[src/rtl/fofb_link_pkg.sv]
// Shared types and constants for the FOFB read-link arbiter blocks.
package fofb_link_pkg;

  // Arbiter sequencing states: idle, forwarding a link, or discarding a runaway tail.
  typedef enum logic [2:0] {
    IDLE,
    GRANT0,
    GRANT1,
    DRAIN0,
    DRAIN1
  } state_e;

  // One stream beat is {tuser, tdata}.
  localparam int LINK_DW = 9;

  // Width of the per-packet beat counter; covers the full legal MAX_LEN range.
  localparam int BEAT_W = 16;

endpackage

[src/rtl/fofb_link_outreg.sv]
// One-deep registered output stage with downstream tready back-pressure.
module fofb_link_outreg
  import fofb_link_pkg::*;
#(
  parameter int DW = LINK_DW
) (
  input  logic          clk_i,
  input  logic          rst_ni,
  input  logic          load_valid_i,
  input  logic [DW-1:0] load_data_i,
  output logic          ready_o,
  output logic          out_valid_o,
  output logic [DW-1:0] out_data_o,
  input  logic          out_ready_i
);

  logic          valid_q, valid_d;
  logic [DW-1:0] data_q, data_d;

  // The stage can take a new beat when it is empty or its current beat leaves this cycle.
  assign ready_o = !valid_q || out_ready_i;

  // Next-state: load on accept, hold data while stalled, empty when drained with nothing new.
  always_comb begin
    valid_d = valid_q;
    data_d  = data_q;
    if (ready_o) begin
      valid_d = load_valid_i;
      if (load_valid_i) begin
        data_d = load_data_i;
      end
    end
  end

  // Output stage registers; reset drops any partial packet.
  always_ff @(posedge clk_i or negedge rst_ni) begin
    if (!rst_ni) begin
      valid_q <= 1'b0;
      data_q  <= '0;
    end else begin
      valid_q <= valid_d;
      data_q  <= data_d;
    end
  end

  assign out_valid_o = valid_q;
  assign out_data_o  = data_q;

endmodule

[src/rtl/fofb_link_arbiter.sv]
// Packet-level round-robin arbiter between two 8-bit FOFB read links, with
// maximum-length truncation and per-link status counters.
module fofb_link_arbiter
  import fofb_link_pkg::*;
#(
  parameter int MAX_LEN = 256,
  parameter int CNT_W   = 16
) (
  input  logic             aclk,
  input  logic             aresetn,
  input  logic             s00_tvalid,
  output logic             s00_tready,
  input  logic [7:0]       s00_tdata,
  input  logic             s00_tuser,
  input  logic             s01_tvalid,
  output logic             s01_tready,
  input  logic [7:0]       s01_tdata,
  input  logic             s01_tuser,
  output logic             m00_tvalid,
  input  logic             m00_tready,
  output logic [7:0]       m00_tdata,
  output logic             m00_tuser,
  input  logic [1:0]       link_en,
  output logic [1:0]       grant,
  output logic [CNT_W-1:0] pkt_cnt0,
  output logic [CNT_W-1:0] pkt_cnt1,
  output logic [CNT_W-1:0] trunc_cnt0,
  output logic [CNT_W-1:0] trunc_cnt1
);

  localparam logic [BEAT_W-1:0] LAST_BEAT = BEAT_W'(MAX_LEN - 1);
  localparam logic [CNT_W-1:0]  CNT_ONE   = CNT_W'(1);
  localparam logic [BEAT_W-1:0] BEAT_ONE  = BEAT_W'(1);

  state_e             state_q;
  logic               last_grant_q;
  logic [BEAT_W-1:0]  beat_cnt_q;
  logic [CNT_W-1:0]   pkt_cnt0_q, pkt_cnt1_q, trunc_cnt0_q, trunc_cnt1_q;

  logic               out_ready;
  logic               req0, req1, acc0, acc1;
  logic               owner1, at_limit, cur_tuser;
  logic [7:0]         cur_tdata;
  logic               fwd_valid;
  logic [LINK_DW-1:0] fwd_data, out_data;

  // Handshakes: the owner is ready when the output stage can take a beat; a draining owner always is.
  always_comb begin
    req0       = s00_tvalid && link_en[0];
    req1       = s01_tvalid && link_en[1];
    s00_tready = ((state_q == GRANT0) && out_ready) || (state_q == DRAIN0);
    s01_tready = ((state_q == GRANT1) && out_ready) || (state_q == DRAIN1);
    acc0       = s00_tvalid && s00_tready;
    acc1       = s01_tvalid && s01_tready;
    owner1     = (state_q == GRANT1);
    cur_tuser  = owner1 ? s01_tuser : s00_tuser;
    cur_tdata  = owner1 ? s01_tdata : s00_tdata;
    at_limit   = (beat_cnt_q == LAST_BEAT);
    fwd_valid  = ((state_q == GRANT0) && acc0) || ((state_q == GRANT1) && acc1);
    fwd_data   = {cur_tuser || at_limit, cur_tdata};
    grant      = {(state_q == GRANT1) || (state_q == DRAIN1),
                  (state_q == GRANT0) || (state_q == DRAIN0)};
  end

  // Arbitration FSM with beat counting, truncation and status counters.
  always_ff @(posedge aclk or negedge aresetn) begin
    if (!aresetn) begin
      state_q      <= IDLE;
      last_grant_q <= 1'b1;
      beat_cnt_q   <= '0;
      pkt_cnt0_q   <= '0;
      pkt_cnt1_q   <= '0;
      trunc_cnt0_q <= '0;
      trunc_cnt1_q <= '0;
    end else begin
      case (state_q)
        IDLE: begin
          beat_cnt_q <= '0;
          if (req0 && req1) begin
            if (last_grant_q) begin
              state_q      <= GRANT0;
              last_grant_q <= 1'b0;
            end else begin
              state_q      <= GRANT1;
              last_grant_q <= 1'b1;
            end
          end else if (req0) begin
            state_q      <= GRANT0;
            last_grant_q <= 1'b0;
          end else if (req1) begin
            state_q      <= GRANT1;
            last_grant_q <= 1'b1;
          end
        end
        GRANT0: begin
          if (acc0) begin
            if (s00_tuser) begin
              pkt_cnt0_q <= pkt_cnt0_q + CNT_ONE;
              beat_cnt_q <= '0;
              state_q    <= IDLE;
            end else if (at_limit) begin
              pkt_cnt0_q   <= pkt_cnt0_q + CNT_ONE;
              trunc_cnt0_q <= trunc_cnt0_q + CNT_ONE;
              beat_cnt_q   <= '0;
              state_q      <= DRAIN0;
            end else begin
              beat_cnt_q <= beat_cnt_q + BEAT_ONE;
            end
          end
        end
        GRANT1: begin
          if (acc1) begin
            if (s01_tuser) begin
              pkt_cnt1_q <= pkt_cnt1_q + CNT_ONE;
              beat_cnt_q <= '0;
              state_q    <= IDLE;
            end else if (at_limit) begin
              pkt_cnt1_q   <= pkt_cnt1_q + CNT_ONE;
              trunc_cnt1_q <= trunc_cnt1_q + CNT_ONE;
              beat_cnt_q   <= '0;
              state_q      <= DRAIN1;
            end else begin
              beat_cnt_q <= beat_cnt_q + BEAT_ONE;
            end
          end
        end
        DRAIN0: begin
          if (acc0 && s00_tuser) begin
            state_q <= IDLE;
          end
        end
        DRAIN1: begin
          if (acc1 && s01_tuser) begin
            state_q <= IDLE;
          end
        end
        default: begin
          state_q <= IDLE;
        end
      endcase
    end
  end

  fofb_link_outreg #(
    .DW(LINK_DW)
  ) u_outreg (
    .clk_i        (aclk),
    .rst_ni       (aresetn),
    .load_valid_i (fwd_valid),
    .load_data_i  (fwd_data),
    .ready_o      (out_ready),
    .out_valid_o  (m00_tvalid),
    .out_data_o   (out_data),
    .out_ready_i  (m00_tready)
  );

  assign m00_tuser  = out_data[8];
  assign m00_tdata  = out_data[7:0];
  assign pkt_cnt0   = pkt_cnt0_q;
  assign pkt_cnt1   = pkt_cnt1_q;
  assign trunc_cnt0 = trunc_cnt0_q;
  assign trunc_cnt1 = trunc_cnt1_q;

endmodule
[config.mk]
export PLATFORM = sky130hd
export DESIGN_NAME = fofb_link_arbiter
export DESIGN_NICKNAME = d
export VERILOG_FILES = /design/src/rtl/fofb_link_pkg.sv /design/src/rtl/fofb_link_outreg.sv /design/src/rtl/fofb_link_arbiter.sv
export SDC_FILE = /design/constraint.sdc
export NUM_CORES = 1
export LEC_CHECK = 0
export ABC_CLOCK_PERIOD_IN_PS = 4400
export CAP_MARGIN = 30
export CORE_ASPECT_RATIO = 0.7
export CORE_MARGIN = 3
export CORE_UTILIZATION = 28
export CTS_CLUSTER_SIZE = 14
export DETAILED_ROUTE_END_ITERATION = 6
export PLACE_DENSITY = 0.58
export SLEW_MARGIN = 15
export SYNTH_ARGS = -nofsm -noshare
export SYNTH_HDL_FRONTEND = slang
export SYNTH_HIERARCHICAL = 1
export SYNTH_SLANG_ARGS = --single-unit
[constraint.sdc]
create_clock -name aclk -period 4.4 [get_ports aclk]
set_input_delay 0.88 -clock aclk [delete_from_list [all_inputs] [get_ports aclk]]
set_output_delay 0.88 -clock aclk [all_outputs]
set_load 0.005 [all_outputs]
Yosys cells after proc, flatten, opt, wreduce, memory -nomap -nowiden:

Index checks and enable logic that the tools add are counted.

* flip-flop bits (word level): 94
* bits of input ports: 25
* word-level logic and storage cells: 89

* add/subtract/negate cells: 5
* eq/ne operators: 12
* multiplexer cells: 29
* bitwise operators: 2
* reduce and logical (&&, ||, !) cells: 32

Operators by type and width (count)
* $mux 16: 9
* $add 16x1->16 const B: 5
* $pmux 16 s3: 1
* $mux 3: 11
* $eq 16x8->1 const B: 1
* $pmux 3 s5: 1
* $logic_and 1x1->1: 11
* $reduce_and 3->1: 3
* $mux 8: 1
* $reduce_and 4->1: 2
* $logic_or 1x1->1: 7
* $reduce_and 7->1: 1
* $eq 3x2->1 const B: 2
* $reduce_bool 3->1: 2
* $mux 1: 5
* $ne 2x1->1 const B: 2
* $ne 2x2->1 const B: 2
* $ne 4x4->1 const B: 1
* $reduce_and 2->1: 2
* $reduce_bool 2->1: 2
* $eq 3x1->1 const B: 1
* $eq 3x3->1 const B: 1
* $logic_not 3->1: 1
* $ne 3x2->1 const B: 1
* 4 further kinds: 5

Logic depth before layout (Yosys ltp):

Gate-level depths: netlist of the first run.

* depth in word-level cells: 8
* depth in mapped cells: 8
* depth with buffers taken out: 6

Hierarchy:

The synthesis of the first run kept the hierarchy.

By module, submodules not included
* fofb_link_arbiter: times used 1, cells each 427, area each 4345.4 um^2
* fofb_link_outreg: times used 1, cells each 22, area each 425.4 um^2

Least setup slack after synthesis of the first run:

No wires, ideal clock.

* path type: input -> register
* start: in m00_tready
* end: reg trunc_cnt0_q[15] (netlist: trunc_cnt0[15])
* library setup time: 0.123 ns
* arrival: 2.788 ns
* required time: 4.277 ns
* setup slack: 1.488 ns
* cell stages on the path: 8
* cell sequence: nand2b_4 clkbuf_1 nand2_1 or3_1 or3_1 buf_4 or4_4 xnor2_2

* word-level cells in the longest chain between the ends: 5

RTL lines
* start, declared: RTL line fofb_link_arbiter.sv:20 `input logic m00_tready,`
* $logic_or 1x1->1: RTL line fofb_link_outreg.sv:21 `assign ready_o = !valid_q || out_ready_i;`
* $logic_and 1x1->1: RTL line fofb_link_arbiter.sv:51 `s00_tready = ((state_q == GRANT0) && out_ready) || (state_q == DRAIN0);`
* $logic_or 1x1->1: RTL line fofb_link_arbiter.sv:51
* $logic_and 1x1->1: RTL line fofb_link_arbiter.sv:53 `acc0 = s00_tvalid && s00_tready;`
* $reduce_and 4->1 (no line)
* end signal, assigned: RTL line fofb_link_arbiter.sv:103 `trunc_cnt0_q <= trunc_cnt0_q + CNT_ONE;`
* end, declared: RTL line fofb_link_arbiter.sv:38 `logic [CNT_W-1:0] pkt_cnt0_q, pkt_cnt1_q, trunc_cnt0_q, trunc_cnt1_q;`

No other way between the ends.
A chain may end at the register's enable or synchronous reset.

Worst setup path after layout of the first run:

* start: in m00_tready
* end: out s01_tready

* word-level cells in the longest chain between the ends: 3

RTL lines
* $logic_or 1x1->1: RTL line fofb_link_outreg.sv:21
* via out_ready: RTL line fofb_link_arbiter.sv:40 `logic out_ready;`
* $logic_and 1x1->1: RTL line fofb_link_arbiter.sv:52 `s01_tready = ((state_q == GRANT1) && out_ready) || (state_q == DRAIN1);`
* $logic_or 1x1->1: RTL line fofb_link_arbiter.sv:52
* end, declared: RTL line fofb_link_arbiter.sv:16 `output logic s01_tready,`

The timed path passes the listed nets, and every way through them passes these cells.

==> metrics.yaml, run 1 <==
synthesis:
  syn_inst: 449
  synth_cell_types: 61
  syn-num-nets: 479
  synth_edf_count: 0
  syn_avg_cell_area_um2: 10.6
  synth_area_um2: 4770
  synth-seq-cells: 94
  synthFlopType: "dfrtp_1"
  synth.yosys.seq_area_share_pct: 49.3
  async_reset_ff_share_pct: 100
  yosys_warnings: 6
critical_path:
  worstSetupPathType: "primary input to output port"
  cp_slowest_stage_delay_ns: 0.54
  path_cells: "clkdlybuf4s50_1 > nand2b_4 > a21oi_1 > nor2_1 > clkdlybuf4s50_1"
  cp_common_cell: "clkdlybuf4s50_1"
  required_ns: 3.52
  cp_max_fo: 10
  cp.arrival_ns: 2.36
  cp-start-kind: "primary input"
  reg2reg_depth: 5
  cp_slowest_cell: "clkdlybuf4s50_1"
  endpoint_kind: "output port"
clock_network:
  htreeDepth: 3
  root_buffer: "clkbuf_16"
  clockBufferDepth: 2
  cts_resized: 0
  clock_sinks: 94
  holdBufCountCts: 0
  cts_tree: "built"
  post-cts-setup-buffers: 0
  clk_latency_ns: 0.34
  numCtsBuffers: 9
  path_clk_slew_ns: 0.07
placement:
  dp_hpwl_um: 8650
  postPlaceCellArea_um2: 6020
  place_congestion: 0.846
  place_inst: 764
  io_buffers: 102
  pre_cts_ws_ns: 0.997
detailed_routing:
  drc_errors: 0
  wl_um: 11800
  drt_iter0_markers: 302
  ant_nets: 0
  vias_per_cell: 4.86
  wire_per_inst_um: 15.1
  num_vias: 3799
  dr.pass1.iters: 5
die:
  die_h_um: 115
  rows: 39
  die-width_um: 162
  core_area_um2: 16500
  die_area_um2: 18700
  start_util_pct: 28.9
  ios: 103
global_route:
  grt_antenna_before_repair: 0
  grt_max_degree: 74
  grt.busiest_layer: "met2"
  groute.layer.met1.usage_pct: 18.7
  grtUsageTotal_pct: 13.0
  grt_pass1_wl_um: 19600
  gr-usage-met3_pct: 4.18
  grt_pass1_vias: 3712
  grt_use_met2_pct: 19.4
  grt_overflow_total: 0
timing:
  setup_viol: 0
  min_period_ns: 3.24
  slew_headroom_pct: 39.5
  hold_violations: 0
  fin_ws_ns: 1.16
  worstMarginPinSlew_ns: 0.900
  fin_setup_tns_ns: 0
  max_freq_ghz: 0.308
  hold_ws_ns: 0.389
  grt_setup_unrepaired: "no"
  drv_slew: 0
  finalCritPeriodShare_pct: 73.7
  skew_ns: 0.00754
layout:
  diodes: 0
  final_cell_mix: "101 x clkdlybuf4s50_1, 93 x dfrtp_1, 46 x nand2_1, 43 x xnor2_1, 34 x nand3_1"
  final_nets: 581
  final_area_um2: 6340
  fin_util_pct: 38.4
  mostFrequentLayoutCell: "clkdlybuf4s50_1"
  final_cells: 781
  drive_gt1_share_pct: 9.89
  area_growth_syn_to_layout_pct: 32.9
run:
  drv_cap: 0
hold_path:
  hold_class: "primary input to async pin"
pwr:
  p_leak_nw: 2.65
  power.total_mw: 2.73
  p_per_area_nw_per_um2: 430
  vdd_drop_max_mv: 0.230
status:
  status: "completed"
-- registers in the layout (all words and copies together), names as in the netlist --
register / cells
beat_cnt_q: 16
pkt_cnt0: 16
pkt_cnt1: 16
trunc_cnt0: 16
trunc_cnt1: 16
u_outreg/out_data_o: 9
state_q: 3
last_grant_q: 1
u_outreg/out_valid_o: 1
-- metal layers --
layer	part of all wire (%)	routed length, um
met5	0	0
met4	0.81	95
met3	6.6	777
met2	43	5100
met1	49	5790
-- worst max-delay path, delay by kind of cell --
family,cells,cell delay (ns)
buf+inv,2,1.00
simple gates,2,0.40
compound gates,1,0.08
-- where the power goes --
| group | total, mW | internal [mW] | switching (mW) |
|---|---|---|---|
| Combinational | 0.867 | 0.478 | 0.389 |
| Sequential | 1.09 | 0.969 | 0.125 |
| Clock | 0.765 | 0.409 | 0.356 |
| Total | 2.73 | 1.86 | 0.871 |
-- synthesized netlist by cell type, types with 2 or more instances --
library cell  number  share of area [%]
xor2_1            16                2.9
nor3b_1            3               0.47
or3_1              6               0.79
nor2b_1            5               0.66
inv_1              7               0.55
nand3_1           34                3.6
a211oi_1           2               0.31
and3_1            10                1.3
nand2_1           46                3.6
nor2_1            18                1.4
nand2b_1           2               0.26
nand4_1           19                2.5
nor3_2             2               0.42
and4_1            12                2.2
a2bb2oi_1          3               0.55
ha_1               5                1.3
o21ai_0           18                1.9
a21o_1             3               0.47
xnor2_1           43                7.9
nor3_1            15                1.6
clkbuf_1          10               0.79
nor4_2             4                1.0
o31ai_1            2               0.31
mux2_2            11                2.6
or2_2              2               0.26
mux2_4             9                2.8
o41ai_1            2               0.37
o21bai_1           2               0.31
dfrtp_1           93                 49
a21oi_1            7               0.73
and2_1             5               0.66
a41o_1             2               0.42
nor4_1             3               0.39
-- layout make-up --
type	count	area (um^2)
clock buffers	10	239
well taps	225	282
inverters	7	26.3
multi-input cells	334	2330
clock inverters	6	53.8
flip-flops and latches	94	2350
repair buffers	105	1060
fillers	1633	10200
-- cell families (layout without fill, tap and decap cells) --
kind of cell / Yosys count / in the layout / synth area share, %
AOI/OAI and AO/OA: 54 / 54 / 7.63
and+or+nand+nor: 194 / 194 / 23.0
xor gates and xnor gates: 60 / 60 / 11.2
adders and majority gates: 5 / 5 / 1.31
muxes: 21 / 21 / 5.64
DFF: 94 / 94 / 49.3
buffers and inverters: 21 / 128 / 1.91
-- worst paths after layout --
check                          startpoint                   end  slack, ns
setup reg to reg            beat_cnt_q[8]        trunc_cnt0[15]       1.75
setup / recovery               m00_tready            s01_tready       1.16
hold reg to reg            trunc_cnt1[15]        trunc_cnt1[15]       0.48
hold / removal                    aresetn        trunc_cnt0[11]       0.39
min in group aclk          trunc_cnt1[15]        trunc_cnt1[15]       0.48
max in group asynchronous         aresetn  u_outreg/out_valid_o       3.09
Note: power is estimated with default switching activity, not from simulation.
==> run 2, diff against run 1 <==
--- a/config.mk
+++ b/config.mk
@@ -5,14 +5,14 @@
 export SDC_FILE = /design/constraint.sdc
 export NUM_CORES = 1
 export LEC_CHECK = 0
-export ABC_CLOCK_PERIOD_IN_PS = 4400
+export ABC_CLOCK_PERIOD_IN_PS = 2900
 export CAP_MARGIN = 30
 export CORE_ASPECT_RATIO = 0.7
 export CORE_MARGIN = 3
 export CORE_UTILIZATION = 28
 export CTS_CLUSTER_SIZE = 14
 export DETAILED_ROUTE_END_ITERATION = 6
-export PLACE_DENSITY = 0.58
+export PLACE_DENSITY = 0.6
 export SLEW_MARGIN = 15
 export SYNTH_ARGS = -nofsm -noshare
 export SYNTH_HDL_FRONTEND = slang
==> constraint.sdc (replaced) <==
create_clock -name aclk -period 2.9 [get_ports aclk]
set_input_delay 0.58 -clock aclk [delete_from_list [all_inputs] [get_ports aclk]]
set_output_delay 0.58 -clock aclk [all_outputs]
set_load 0.005 [all_outputs]
==> run 2 against run 1 <==
Cell area increased by 1.5%. Worst hold slack got worse by 0.18 ns. Sequential power increased by 49%. First-iteration DRC count decreased by 19%.
==> metrics.yaml, run 2 (synthesized netlist as in run 1, its figures left out) <==
timing:
  slew_headroom_pct: 42.1  # +2.6 points
  fin_setup_tns_ns: 0  # unchanged
  min_period_ns: 2.57
  worstMarginPinSlew_ns: 0.862  # -0.0381 ns
  finalCritPeriodShare_pct: 88.5
  max_freq_ghz: 0.390
  grt_setup_unrepaired: "no"
  drv_slew: 0  # unchanged
  setup_viol: 0  # unchanged
  hold_violations: 0  # unchanged
  skew_ns: 0.0120  # +0.00447 ns
die:
  start_util_pct: 28.9  # unchanged
  ios: 103  # unchanged
  core_area_um2: 16500  # unchanged
  die-width_um: 162  # unchanged
  rows: 39  # unchanged
  die_area_um2: 18700  # unchanged
  die_h_um: 115  # unchanged
detailed_routing:
  drc_errors: 0  # unchanged
  dr.pass1.iters: 5  # unchanged
  drt_iter0_markers: 246  # -19%
  wl_um: 11800  # +0.61%
  wire_per_inst_um: 14.9  # -1.3%
  ant_nets: 0  # unchanged
  vias_per_cell: 4.86  # about the same
  num_vias: 3871  # +1.9%
layout:
  multi_input_area_um2: 2330  # unchanged
  fill_cells: 1609  # -1.5%
  drive_gt1_share_pct: 12.1  # +2.2 points
  final_nets: 596  # +2.6%
  mostFrequentLayoutCell: "clkdlybuf4s50_1"
  diodes: 0  # unchanged
  area_growth_syn_to_layout_pct: 34.9
  final_cell_mix: "101 x clkdlybuf4s50_1, 93 x dfrtp_1, 46 x nand2_1, 43 x xnor2_1, 34 x nand3_1"
  seq_area_um2: 2350  # unchanged
  fin_util_pct: 39.0  # +0.58 points
clock_network:
  clock_sinks: 94  # unchanged
  path_clk_slew_ns: 0.07  # about the same
  post-cts-setup-buffers: 0  # unchanged
  cts_resized: 0  # unchanged
  numCtsBuffers: 9  # unchanged
  clk_latency_ns: 0.34  # about the same
  cts_tree: "built"
  root_buffer: "clkbuf_16"
  holdBufCountCts: 0  # unchanged
  htreeDepth: 3  # unchanged
  clockBufferDepth: 2  # unchanged
critical_path:
  endpoint_kind: "output port"
  required_ns: 2.32  # -1.20 ns
  cp_max_fo: 6  # -4
  worstSetupPathType: "primary input to output port"
  cp-start-kind: "primary input"
  cp.arrival_ns: 1.99  # -0.37 ns
placement:
  place_congestion: 0.880  # +4.0%
  dp_hpwl_um: 8860  # +2.5%
  io_buffers: 102  # unchanged
global_route:
  grt_overflow_total: 0  # unchanged
  grtUsageTotal_pct: 12.7  # -0.33 points
  grt_antenna_before_repair: 0  # unchanged
  grt_max_degree: 56  # -24%
  grt_pass1_vias: 3772  # +1.6%
  grt_pass1_wl_um: 19200  # -2.0%
pwr:
  p_per_area_nw_per_um2: 652  # +52%
  p_leak_nw: 2.71  # +2.5%
  vdd_drop_max_mv: 0.318  # +38%
run:
  drv_cap: 0  # unchanged
status:
  status: "completed"
hold_path:
  hold_class: "primary input to async pin"
==> run 2: layout make-up <==
cell class / instances / share of cell area [%]
Timing Repair Buffer: 120 / 18.1
Multi-Input combinational cell: 334 / 36.1
Sequential cell: 94 / 36.6
Tap cell: 225 / 4.37
Inverter: 7 / 0.408
Clock inverter: 5 / 0.641
Clock buffer: 11 / 3.77
==> run 2: power by group <==
part / switching (mW) / total (mW) / internal, mW
Combinational: 0.639 / 1.43 / 0.793
Clock: 0.522 / 1.14 / 0.616
Sequential: 0.154 / 1.62 / 1.47
Total: 1.31 / 4.20 / 2.88
==> run 2: worst max-delay path, cell delays in order <==
cell,delay (ns)
clkdlybuf4s50_1,0.47
nand2b_4,0.14
buf_4,0.17
o21a_1,0.13
clkdlybuf4s50_1,0.50
==> run 2: layer usage <==
layer | part of all wire, % | up-vias | track usage, %
li1 | - | 1858 | -
met1 | 49 | 1883 | 18.2
met2 | 43 | 121 | 18.7
met3 | 6.5 | 9 | 3.49
met4 | 0.79 | 0 | 3.75
met5 | 0 | - | 0
==> run 2: through the flow <==
| step | hold slack (ns) | instances | area, um^2 | setup WS, ns | total power, mW |
|---|---|---|---|---|---|
| floorplan | 0.284 | 449 | 4770 | 0.288 | 2.43 |
| global placement | 0.462 | 780 | 6150 | 0.105 | 3.06 |
| detailed placement | 0.466 | 780 | 6150 | 0.0945 | 3.08 |
| CTS | 0.226 | 796 | 6440 | 0.328 | 4.23 |
| global route | 0.247 | 796 | 6440 | 0.290 | 4.44 |
| finish | 0.205 | 796 | 6440 | 0.334 | 4.20 |
==> run 2: final timing paths <==
| kind | start | endpoint | slack, ns | depth (start not counted) |
|---|---|---|---|---|
| max reg2reg | state_q[2] | trunc_cnt0[15] | 0.51 | 5 |
| min | aresetn | pkt_cnt1[6] | 0.20 | 1 |
| max in group asynchronous | aresetn | last_grant_q | 1.95 | 2 |
| max | m00_tready | s00_tready | 0.33 | 5 |
| min in group aclk | pkt_cnt0[15] | pkt_cnt0[15] | 0.48 | 1 |
| min reg2reg | pkt_cnt0[15] | pkt_cnt0[15] | 0.48 | 1 |
